**src/rtl/xfifo_reader.sv**
```systemverilog
`default_nettype none
// ============================================================================
// Module      : xfifo_reader
// Description : Read-side adapter for the dual-clock FIFO. Converts the
//               FIFO's rd_en/valid-next-cycle protocol into a registered
//               valid/ready stream backed by a 3-entry buffer.
// Revision    : 1.0 - initial release
// ============================================================================
module xfifo_reader #(
    parameter int DATA_WIDTH  = 8,
    parameter int COUNT_WIDTH = 32
) (
    input  logic                   clk,
    input  logic                   rst,
    input  logic [DATA_WIDTH-1:0]  fifo_dout,
    input  logic                   fifo_empty,
    input  logic                   fifo_valid,
    input  logic                   fifo_underflow,
    output logic                   fifo_rd_en,
    output logic [DATA_WIDTH-1:0]  dout,
    output logic                   dout_valid,
    input  logic                   dout_ready,
    input  logic                   flush,
    output logic [COUNT_WIDTH-1:0] word_count,
    output logic                   error
);

    localparam logic [1:0] c_last_slot = 2'd2;
    localparam logic [1:0] c_full      = 2'd3;

    logic [DATA_WIDTH-1:0]  r_mem [0:2];
    logic [1:0]             r_rd_ptr;
    logic [1:0]             r_wr_ptr;
    logic [1:0]             r_occ;
    logic                   r_inflight;
    logic                   r_drop;
    logic [DATA_WIDTH-1:0]  r_dout;
    logic                   r_dout_valid;
    logic [COUNT_WIDTH-1:0] r_word_count;
    logic                   r_error;

    logic                   w_pop;
    logic                   w_push;
    logic                   w_overflow;
    logic                   w_push_ok;
    logic                   w_spurious;
    logic [1:0]             w_rd_ptr_next;
    logic [1:0]             w_wr_ptr_next;
    logic [1:0]             w_occ_next;
    logic [2:0]             w_level;
    logic [DATA_WIDTH-1:0]  w_head_next;

    function automatic logic [1:0] f_inc(input logic [1:0] p);
        return (p == c_last_slot) ? 2'd0 : p + 2'd1;
    endfunction

    always_comb begin
        w_pop      = r_dout_valid && dout_ready && !flush;
        // A word flagged by r_drop belonged to a read issued before a flush.
        w_push     = fifo_valid && !flush && !r_drop;
        w_overflow = w_push && (r_occ == c_full) && !w_pop;
        w_push_ok  = w_push && !w_overflow;
        w_spurious = fifo_valid && !r_inflight && !r_drop;

        w_rd_ptr_next = r_rd_ptr;
        w_wr_ptr_next = r_wr_ptr;
        w_occ_next    = r_occ;
        if (flush) begin
            w_rd_ptr_next = 2'd0;
            w_wr_ptr_next = 2'd0;
            w_occ_next    = 2'd0;
        end else begin
            if (w_pop)     w_rd_ptr_next = f_inc(r_rd_ptr);
            if (w_push_ok) w_wr_ptr_next = f_inc(r_wr_ptr);
            case ({w_push_ok, w_pop})
                2'b10:   w_occ_next = r_occ + 2'd1;
                2'b01:   w_occ_next = r_occ - 2'd1;
                default: w_occ_next = r_occ;
            endcase
        end

        // Incoming word bypasses into dout when it lands at the new head.
        if (w_push_ok && (r_wr_ptr == w_rd_ptr_next))
            w_head_next = fifo_dout;
        else
            w_head_next = r_mem[w_rd_ptr_next];

        w_level = {1'b0, r_occ} + {2'b00, r_inflight};
    end

    assign fifo_rd_en = !fifo_empty && !flush && !rst && (w_level <= 3'd2);

    always_ff @(posedge clk or posedge rst) begin
        if (rst) begin
            for (int i = 0; i < 3; i++) r_mem[i] <= '0;
            r_rd_ptr     <= 2'd0;
            r_wr_ptr     <= 2'd0;
            r_occ        <= 2'd0;
            r_inflight   <= 1'b0;
            r_drop       <= 1'b0;
            r_dout       <= '0;
            r_dout_valid <= 1'b0;
            r_word_count <= '0;
            r_error      <= 1'b0;
        end else begin
            if (w_push_ok) r_mem[r_wr_ptr] <= fifo_dout;
            r_rd_ptr     <= w_rd_ptr_next;
            r_wr_ptr     <= w_wr_ptr_next;
            r_occ        <= w_occ_next;
            r_inflight   <= fifo_rd_en;
            // Only a read still outstanding after the flush cycle needs dropping.
            r_drop       <= flush && r_inflight && !fifo_valid;
            r_dout       <= w_head_next;
            r_dout_valid <= (w_occ_next != 2'd0);
            if (w_pop) r_word_count <= r_word_count + 1'b1;
            r_error      <= r_error || w_spurious || fifo_underflow || w_overflow;
        end
    end

    assign dout       = r_dout;
    assign dout_valid = r_dout_valid;
    assign word_count = r_word_count;
    assign error      = r_error;

endmodule
`default_nettype wire
```
**config.mk**
```make
export PLATFORM = sky130hd
export DESIGN_NAME = xfifo_reader
export DESIGN_NICKNAME = d
export VERILOG_FILES = /design/src/rtl/xfifo_reader.sv
export SDC_FILE = /design/constraint.sdc
export NUM_CORES = 1
export LEC_CHECK = 0
export ABC_AREA = 1
export CAP_MARGIN = 20
export CELL_PAD_IN_SITES_DETAIL_PLACEMENT = 0
export CELL_PAD_IN_SITES_GLOBAL_PLACEMENT = 1
export CORE_ASPECT_RATIO = 1.25
export CORE_MARGIN = 8
export CORE_UTILIZATION = 44
export CTS_CLUSTER_DIAMETER = 50
export CTS_CLUSTER_SIZE = 20
export DETAILED_ROUTE_END_ITERATION = 6
export PLACE_DENSITY_LB_ADDON = 0.1
export SYNTH_ARGS = -nofsm -noshare
export SYNTH_HDL_FRONTEND = slang
export SYNTH_SLANG_ARGS = --single-unit
```
**constraint.sdc**
```tcl
create_clock -name clk -period 5.59 [get_ports clk]
set_input_delay 0.8385 -clock clk [delete_from_list [all_inputs] [get_ports clk]]
set_output_delay 0.8385 -clock clk [all_outputs]
set_load 0.02 [all_outputs]
```
### Yosys cells after proc, flatten, opt, wreduce, memory -nomap -nowiden

Index checks and enable logic that the tools add are counted.

* reductions and logical operators: 29
* equality and inequality tests: 6
* $add $sub $neg: 6
* mux-type cells: 15
* order comparisons: 4
* shifts and indexed selects: 0
* bitwise gates (word level): 2
* div/mod/pow operators: 0
* multiply operators: 0

Operators by type and width (number)
* 32-bit by 1-bit adder with 32-bit output, second input constant: 1
* 8-bit two-way mux: 4
* 24-bit bitwise mux: 1
* 8-bit binary-select mux with 2-bit select: 1
* 8-bit demux with 2-bit select: 1
* 1-bit logical AND: 16
* 2-bit two-way mux: 7
* 2-bit == test, second input constant: 4
* 1-bit logical NOT: 8
* 2-bit by 1-bit adder with 2-bit output, second input constant: 3
* 3-bit greater-or-equal comparator, second input constant: 2
* 2-bit inverter with 3-bit output: 2
* 2-bit case mux with 2 select lines: 1
* 2-bit nonzero test: 2
* 2-bit by 1-bit adder with 3-bit output: 1
* 3-bit by 2-bit <= comparator with 1-bit output, second input constant: 1
* 1-bit logical OR: 3
* 3-bit by 1-bit less-than comparator with 1-bit output, second input constant: 1
* 2-bit by 1-bit == test with 1-bit output, second input constant: 1
* 2-bit == test: 1
* 2-bit by 1-bit subtractor with 2-bit output, second input constant: 1

* RAM bits: 0
* logic and storage cells: 74
* register bits: 74
* bits of input ports: 15
* memories: 0
* memory bits (read-only): 0
* latch bits: 0
* output and inout port bits: 43

### Longest topological paths before layout

Gate-level depths: netlist (run 1).

* depth in word-level cells: 11
* gate-level depth with buffers: 11

### Worst setup path before layout (run 1)

OpenSTA, ideal clock, no wires.

* path type: input port to flip-flop
* start: in dout_ready
* end: reg r_dout_valid, in the netlist dout_valid
* data required time: 5463 ps
* stages: 9
* path buffers: 0
* arrival time: 2134 ps
* setup time: 127 ps
* setup slack: 3329 ps
* path through: nand2_2 -> nand3_1 -> nand4_4 -> ha_1 -> nor2_1 -> nand2_1 -> o21ai_0 -> inv_1 -> or2_2

* longest elaborated chain between the ends: 10

RTL lines
* from (decl): RTL line 22 `input logic dout_ready,`
* 1-bit logical AND (*) (2 in a row): RTL line 58 `w_pop = r_dout_valid && dout_ready && !flush;`
* 1-bit logical NOT: RTL line 61 `w_overflow = w_push && (r_occ == c_full) && !w_pop;`
* 1-bit logical AND: RTL line 61
* 1-bit logical NOT: RTL line 62 `w_push_ok = w_push && !w_overflow;`
* 1-bit logical AND: RTL line 62
* 2-bit by 1-bit == test with 1-bit output / 2-bit == test (equally long branches): RTL line 75 `case ({w_push_ok, w_pop})`
* 2-bit case mux with 2 select lines (*): RTL line 75
* 2-bit two-way mux (*): RTL line 68 `if (flush) begin`
* named net w_occ_next[1]: RTL line 49 `logic [1:0] w_occ_next;`
* 2-bit nonzero test (*): RTL line 114 `r_dout_valid <= (w_occ_next != 2'd0);`
* to (signal assigned): RTL line 114
* to (decl): RTL line 38 `logic r_dout_valid;`

The timed path passes the listed nets; every way through them passes the cells marked *.
A chain may end at the register's enable or synchronous reset.

### Worst setup path in the final report (run 1)

* start: in flush
* end: out fifo_rd_en

* longest elaborated chain between the ends: 4

RTL lines
* from (decl): RTL line 23 `input logic flush,`
* 1-bit logical NOT: RTL line 91 `assign fifo_rd_en = !fifo_empty && !flush && !rst && (w_level <= 3'd2);`
* 1-bit logical AND (3 in a row): RTL line 91
* to (decl): RTL line 19 `output logic fifo_rd_en,`

No other way between the ends.

==> results of run 1 <==
## where the power goes
group | internal, mW | total, mW | leakage (nW) | switching (mW)
combinational | 0.138 | 0.321 | 1.36 | 0.183
sequential | 0.625 | 0.680 | 0.970 | 0.0553
clock | 0.287 | 0.488 | 0.119 | 0.201
## critical path, stage by stage
cell and delay (ns):
clkdlybuf4s50_1 0.57, nor3_1 0.26, o21a_1 0.16, clkdlybuf4s50_1 0.60
## cell families (layout without fill, tap and decap cells)
| group | Yosys count | after routing | share of synthesized area (%) |
|---|---|---|---|
| and+or+nand+nor | 241 | 241 | 31.8 |
| buffers and inverters | 75 | 144 | 8.10 |
| adders and majority gates | 5 | 5 | 1.63 |
| DFF | 74 | 74 | 48.1 |
| xor gates and xnor gates | 20 | 20 | 4.55 |
| AOI/OAI and AO/OA | 35 | 35 | 5.73 |
## worst min path at each step
stage | start | to | cells past startpoint
2_1_floorplan | r_mem[16] | r_mem[16] | 2
3_3_place_gp | r_mem[16] | r_mem[16] | 2
3_5_place_dp | r_mem[16] | r_mem[16] | 2
4_1_cts | r_mem[16] | r_mem[16] | 2
5_1_grt | r_mem[19] | r_mem[19] | 2
6_report | r_mem[16] | r_mem[16] | 2
## metal layers
metal	GRT usage, %	up-vias	share of wire [%]
met5	0	-	0
li1	-	1559	-
met2	26.2	52	52
met1	16.6	1462	42
met4	5.41	0	1.1
met3	4.72	7	4.7
## state kept, by name, indices dropped and copies added, names as in the netlist
signal      count
dout            8
r_mem          24
r_inflight      1
r_rd_ptr        2
r_drop          1
r_occ           2
error           1
r_wr_ptr        2
word_count     32
dout_valid      1
## final cells by class
type,instances,area [um2]
fillers,810,3840
flip-flops and latches,74,1850
multi-input cells,301,1680
repair buffers,58,578
inverters,70,265
clock buffers,12,165
well taps,120,150
clock inverters,4,72.6
## metrics by stage
stage               power (mW)  instances  worst slack, ns  area, um2  hold WS [ns]
floorplan                0.894        450             2.87       3850         0.455
global placement          1.01        623             2.34       4530         0.464
detailed placement        1.02        623             2.30       4530         0.468
CTS                       1.51        639             2.30       4770         0.488
global route              1.58        639             2.25       4770         0.498
finish                    1.49        639             2.32       4770         0.483
## cells in the final DEF (no fill, tap or decap), drive strengths merged, types with 8 or more instances in the layout
cell,count
nand3b,8
nand3,45
nor2,29
nand2,134
xor2,13
clkdlybuf4s50,57
nand4,14
dfrtp,74
inv,70
clkbuf,12
nor3,8
o21ai,29
## cells in the mapped netlist, drive strengths merged
master,n,area [um2]
nand3,45,288
o211ai,1,7.51
xnor2,7,61.3
buf,5,46.3
a21oi,3,26.3
nand4,14,103
ha,5,62.6
nor4,1,6.26
o21a,1,7.51
o21bai,1,7.51
dfrtp,74,1850
nor3,8,40.0
nor3b,1,7.51
or2,1,6.26
inv,70,265
xor2,13,114
nand3b,8,60.1
nor2,29,189
o21ai,29,171
nand2,134,526
==> impl_metrics.tcl, run 1 <==
set metrics [dict create \
    status "finished, final reports clean" \
    rows 38 \
    synth_seq_cells 74 \
    drv_cap 0 \
    drt-vias-per-instance 4.82 \
    numCtsBuffers 9 \
    area_growth_pct 23.9 \
    ys_seq_area_share_pct 48.1 \
    drt.antenna.violating_nets 0 \
    syn_area_mm2 0.00385 \
    fin_worst_skew_ns 0.00574 \
    dieHeight_um 121 \
    wl_um 8410 \
    ctsResizeCount 0 \
    r2r_start "dout_valid" \
    fmax_mhz 306 \
    syn_nets 470 \
    worst-r2r-cell-count 9 \
    crit_fanout 5 \
    antenna_found_initial 0 \
    fin_crit_sh_pct 58.5 \
    worst_slew_pin_slew_ns 0.932 \
    coreArea_mm2 0.00861 \
    cp_data_arrival_time_ns 2.43 \
    drt-pass1-iter-count 4 \
    avgRoutedWirePerCell_um 13.2 \
    die-area_mm2 0.0120 \
    clock_path_buffers 2 \
    grt_max_degree 75 \
    portBuffers 57 \
    hold_buffers 0 \
    syn_inst 450 \
    clk_pin_slew_ns 0.08 \
    finalMaxSlewViolations 0 \
    htreeDepth 3 \
    r2r_end "dout_valid" \
    place.gp.congestion 0.789 \
    drtIter0Drc 124 \
    grt_pass1_wl_um 14300 \
    nNetsFinal 534 \
    peakVddDrop_mv 0.194 \
    critPathKind "in2out" \
    drive_above_1_share_pct 9.83 \
    crit_start "flush" \
    cts_root_buf "clkbuf_8" \
    relSlewSlack_pct 37.8 \
    p_per_area_mw_per_mm2 312 \
    setup_tns_ns 0 \
    hp-class "reg2reg" \
    ios 58 \
    cts_tree "built" \
    start_util_pct 44.7 \
    die_width_um 99.6 \
    crit_end "fifo_rd_en" \
    p_leak_nw 2.45 \
    dp_hpwl_um 6250 \
    finalSetupViolations 0 \
    cts.sinks 74 \
    grt_overflow_total 0 \
    rsz0062_at_grt "no" \
    rrSetupSlack_ns 3.63 \
    grt_pass1_vias 3001 \
    drc 0 \
    n_antenna_cell 0 \
    clk_latency_ns 0.35 \
    crit_required_ns 4.75 \
    hold_viol 0 \
    vias 3080 \
    period_minus_slack_ns 3.27 \
    grt_usage_pct 14.9 \
    synth.distinct_cells 34 \
    post_cts_buffers 0 \
    postLayoutCoreUtil_pct 55.4 \
    start_kind "input port" \
    critPathCaptureType "primary output" \
    ys_warn_count 0 \
    avgSynthCellArea_um2 8.55 \
]
Power figures use the tool's default switching activity.
==> run 2: changes to the inputs <==
CORE_UTILIZATION = 41   (was 44)
clock period = 3.2 ns   (was 5.59 ns; I/O delays follow)
==> run 2 against run 1 <==
Core utilization down 2.4 points. Via count fell by 1.3%. Combinational power rose by 76%. Die area rose by 6.2%. Clock power is 100% higher. Design area is 1.5% higher. Global-route usage up 0.32 points. Critical path depth rose by 2. Hold slack lost 0.0060 ns. Sequential power rose by 76%. Highest routed layer unchanged.
==> impl_metrics.tcl, run 2 (synthesis results as in run 1) <==
set metrics [dict create \
    grt_pass1_wl_um 15400 \
    start_util_pct 42.2 \
    worst-r2r-cell-count 9 \
    place_inst 627 \
    hold_viol 0 \
    htreeDepth 3 \
    layout_commonest_cell "nand2_1" \
    cts_tree "built" \
    drive_above_1_share_pct 9.44 \
    grt_pass1_vias 3128 \
    final_cell_mix "nand2_1, dfrtp_1, inv_1" \
    avgRoutedWirePerCell_um 13.5 \
    p_leak_nw 2.49 \
    setup_tns_ns 0 \
    vias 3041 \
    die-area_mm2 0.0128 \
    dp_hpwl_um 6490 \
    crit_required_ns 2.72 \
    fin_worst_skew_ns 0.00625 \
    numCtsBuffers 9 \
    worst_slew_pin_slew_ns 0.390 \
    drt-vias-per-instance 4.74 \
    crit_fanout 6 \
    grt_max_degree 75 \
    n_antenna_cell 0 \
    postLayoutCoreUtil_pct 53.0 \
    fin_crit_sh_pct 84.9 \
    drtIter0Drc 118 \
    drt.antenna.violating_nets 0 \
    drc 0 \
    clock_path_buffers 2 \
    antenna_found_initial 0 \
    grt_overflow_total 0 \
    clk_latency_ns 0.33 \
    relSlewSlack_pct 73.8 \
    portBuffers 57 \
    ios 58 \
    met1_length_um 3780 \
    nNetsFinal 535 \
    post_cts_buffers 0 \
    period_minus_slack_ns 2.72 \
    layoutNonFillerInstCount 642 \
    rows 39 \
    met3_length_um 407 \
    rsz0062_at_grt "no" \
    fmax_mhz 368 \
    finalMaxSlewViolations 0 \
    multi_input_area_mm2 0.00168 \
    fin_hold_ws_ns 0.477 \
    ctsResizeCount 0 \
    finalSetupViolations 0 \
    area_growth_pct 25.8 \
    hold_buffers 0 \
    grt_usage_pct 15.3 \
    clk_pin_slew_ns 0.06 \
    drt-pass1-iter-count 4 \
    coreArea_mm2 0.00913 \
    whs_path_depth 2 \
    wl_um 8690 \
    cts.sinks 74 \
    largest_reg_flops 32 \
    seq_area_mm2 0.00185 \
    highest_layer "met4" \
    critPathKind "reg2out" \
    cp_data_arrival_time_ns 2.24 \
    dieHeight_um 124 \
    place.gp.congestion 0.787 \
    peakVddDrop_mv 0.381 \
    p_per_area_mw_per_mm2 569 \
    critPathCaptureType "primary output" \
    wl_met2_um 4370 \
    status "finished, final reports clean" \
    die_width_um 103 \
    cts_root_buf "clkbuf_16" \
    nFillCells 921 \
    start_kind "register" \
    drv_cap 0 \
    hp-class "reg2reg" \
]
## run 2: cell count changes in the layout (fill, tap and decap cells not counted), sizes merged
cell / before / now
clkinv: 1 / 2
clkinvlp: 1 / 0
bufinv: 2 / 1
buf: 1 / 2
## run 2: metal layers
metal	GRT usage, %	vias to the layer above
met4	6.50	0
met5	0	-
li1	-	1561
met1	18.5	1412
met3	3.24	12
met2	25.1	56
## run 2: final cells by class
cell class | count | share of cell area (%)
well taps | 123 | 3.18
multi-input cells | 301 | 34.8
flip-flops and latches | 74 | 38.3
repair buffers | 59 | 12.4
clock buffers | 12 | 5.09
inverters | 70 | 5.48
clock inverters | 3 | 0.828
## run 2: power breakdown
group          internal, mW  switching [mW]  total [mW]
Sequential             1.09           0.103        1.20
Clock                 0.618           0.372       0.990
Combinational         0.244           0.322       0.566
Total                  1.96           0.797        2.75
## run 2: per-stage QoR
step           total power, mW  area (um2)  setup slack (ns)
6_report                  2.75        4840             0.482
5_1_grt                   2.91        4840             0.378
4_1_cts                   2.78        4840             0.446
3_5_place_dp              1.79        4550             0.588
3_3_place_gp              1.77        4550             0.652
2_1_floorplan             1.56        3850             0.838
## run 2: critical path, cell delays in order (launching register included)
cell             delay (ns)
dfrtp_1                0.44
ha_1                   0.20
inv_1                  0.05
ha_1                   0.26
nor3b_1                0.19
o21a_1                 0.16
clkdlybuf4s50_1        0.61
## run 2: final timing paths
check / slack [ns] / end / startpoint
worst max register to register: 1.27 / dout_valid / dout_valid
worst min-delay path: 0.48 / r_mem[19] / r_mem[19]
worst max-delay path: 0.48 / fifo_rd_en / r_occ[0]
min in group asynchronous: 0.58 / r_occ[0] / rst
worst min register to register: 0.48 / r_mem[19] / r_mem[19]
max in group asynchronous: 2.30 / r_mem[0] / rst
==> run 3: changes to the inputs <==
CORE_UTILIZATION = 37   (was 41)
clock period = 2.4 ns   (was 3.2 ns; I/O delays follow)
==> run 3 against run 2 <==
Critical path depth unchanged. Clock power up 20%. Flip-flop and latch count unchanged. Highest routed layer unchanged.
==> impl_metrics.tcl, run 3 (synthesis results as in run 1) <==
set metrics [dict create \
    start_util_pct 38.1 \
    use_met3_pct 3.35 \
    fin_total_pwr_mw 3.55 \
    clk_latency_ns 0.33 \
    cts_tree "built" \
    drive_above_1_share_pct 10.9 \
    wl_um 9060 \
    hp-class "in2async" \
    cts_root_buf "clkbuf_16" \
    post_cts_buffers 0 \
    critPathCaptureType "primary output" \
    nNetsFinal 542 \
    ctsResizeCount 1 \
    finalMaxSlewViolations 0 \
    r2r_end "dout_valid" \
    fin_area_mm2 0.00487 \
    dp_hpwl_um 6590 \
    setup_tns_ns 0 \
    avgRoutedWirePerCell_um 13.8 \
    layout_commonest_cell "nand2_1" \
    place.gp.congestion 0.770 \
    antenna_found_initial 0 \
    final_cell_mix "nand2_1, dfrtp_1, inv_1" \
    rows 41 \
    setup_slack_ns 0.262 \
    grt_use_met1_pct 16.7 \
    relSlewSlack_pct 70.6 \
    start_kind "register" \
    drc 0 \
    area_growth_pct 26.5 \
    crit_chain "ha_1 > inv_1 > ha_1 > nor3b_1 > o21a_1 > clkbuf_2" \
    worst-r2r-cell-count 8 \
    dpl_worst_slack_ns 0.150 \
    grt_pass1_wl_um 15600 \
    die-area_mm2 0.0139 \
    die_width_um 107 \
    vias 3067 \
    clock_path_buffers 2 \
    finalSetupViolations 0 \
    fmax_mhz 468 \
    postPlaceCellArea_mm2 0.00461 \
    cts.sinks 74 \
    rsz0062_at_grt "no" \
    hold_buffers 0 \
    drt-pass1-iter-count 5 \
    grt_overflow_total 0 \
    postLayoutCoreUtil_pct 48.2 \
    drt-vias-per-instance 4.69 \
    largest_reg_flops 32 \
    drtIter0Drc 127 \
    drv_cap 0 \
    p_leak_nw 2.50 \
    dieHeight_um 130 \
    fin_hold_ws_ns 0.453 \
    critPathKind "reg2out" \
    clk_pin_slew_ns 0.05 \
    p_per_area_mw_per_mm2 730 \
    fin_crit_sh_pct 89.1 \
    portBuffers 57 \
    status "finished, final reports clean" \
    slowest_delay_ns 0.43 \
    n_antenna_cell 0 \
    drt.antenna.violating_nets 0 \
    cp_common_cell "ha_1" \
    hold_viol 0 \
    numCtsBuffers 9 \
    rrSetupSlack_ns 0.61 \
    grt_pass1_vias 3102 \
    coreArea_mm2 0.0101 \
    crit_fanout 6 \
    place_inst 640 \
    fin_worst_skew_ns 0.00546 \
    grt_usage_pct 14.2 \
    layoutNonFillerInstCount 654 \
    ios 58 \
    htreeDepth 3 \
    grt_max_degree 75 \
    period_minus_slack_ns 2.14 \
    busiest_layer "met2" \
    cp_data_arrival_time_ns 1.78 \
    peakVddDrop_mv 0.439 \
    critPathSlowestCell "dfrtp_1" \
    r2r_start "r_occ[0]" \
    crit_required_ns 2.04 \
    worst_slew_pin_slew_ns 0.437 \
    use_met2_pct 24.3 \
]
## run 3: cell count changes in the layout (fill, tap and decap cells not counted), sizes merged
cell	previous run	this run
clkinvlp	0	1
clkdlybuf4s50	57	56
bufinv	1	0
buf	2	9
## run 3: critical path, delay by kind of cell (launching register included)
| kind | cells | cell delay (ns) |
|---|---|---|
| DFF | 1 | 0.43 |
| AOI/OAI and AO/OA | 1 | 0.16 |
| adders and majority gates | 2 | 0.45 |
| and+or+nand+nor | 1 | 0.19 |
| buffers and inverters | 2 | 0.22 |
## run 3: final cells by class
cell class	count	area (um2)
multi-input combinational	301	1680
sequential	74	1850
timing repair buffer	66	646
inverter	70	265
fill	982	5240
tap	129	161
clock inverter	3	17.5
clock buffer	11	243
## run 3: worst max path at each step
stage / end / depth (start not counted) / startpoint
finish: fifo_rd_en / 6 / r_occ[0]
floorplan: dout[0] / 1 / rst
CTS: fifo_rd_en / 6 / r_occ[0]
global placement: fifo_rd_en / 6 / r_occ[0]
global route: fifo_rd_en / 6 / r_occ[0]
detailed placement: fifo_rd_en / 6 / r_occ[0]
## run 3: layer usage
metal | up-vias | wire (um)
li1 | 1568 | -
met1 | 1451 | 3950
met2 | 41 | 4600
met3 | 7 | 373
met4 | 0 | 135
met5 | - | 0
## run 3: power by group
part | switching (mW) | internal, mW | total (mW)
clock network | 0.482 | 0.712 | 1.19
registers | 0.131 | 1.46 | 1.59
logic | 0.435 | 0.333 | 0.768
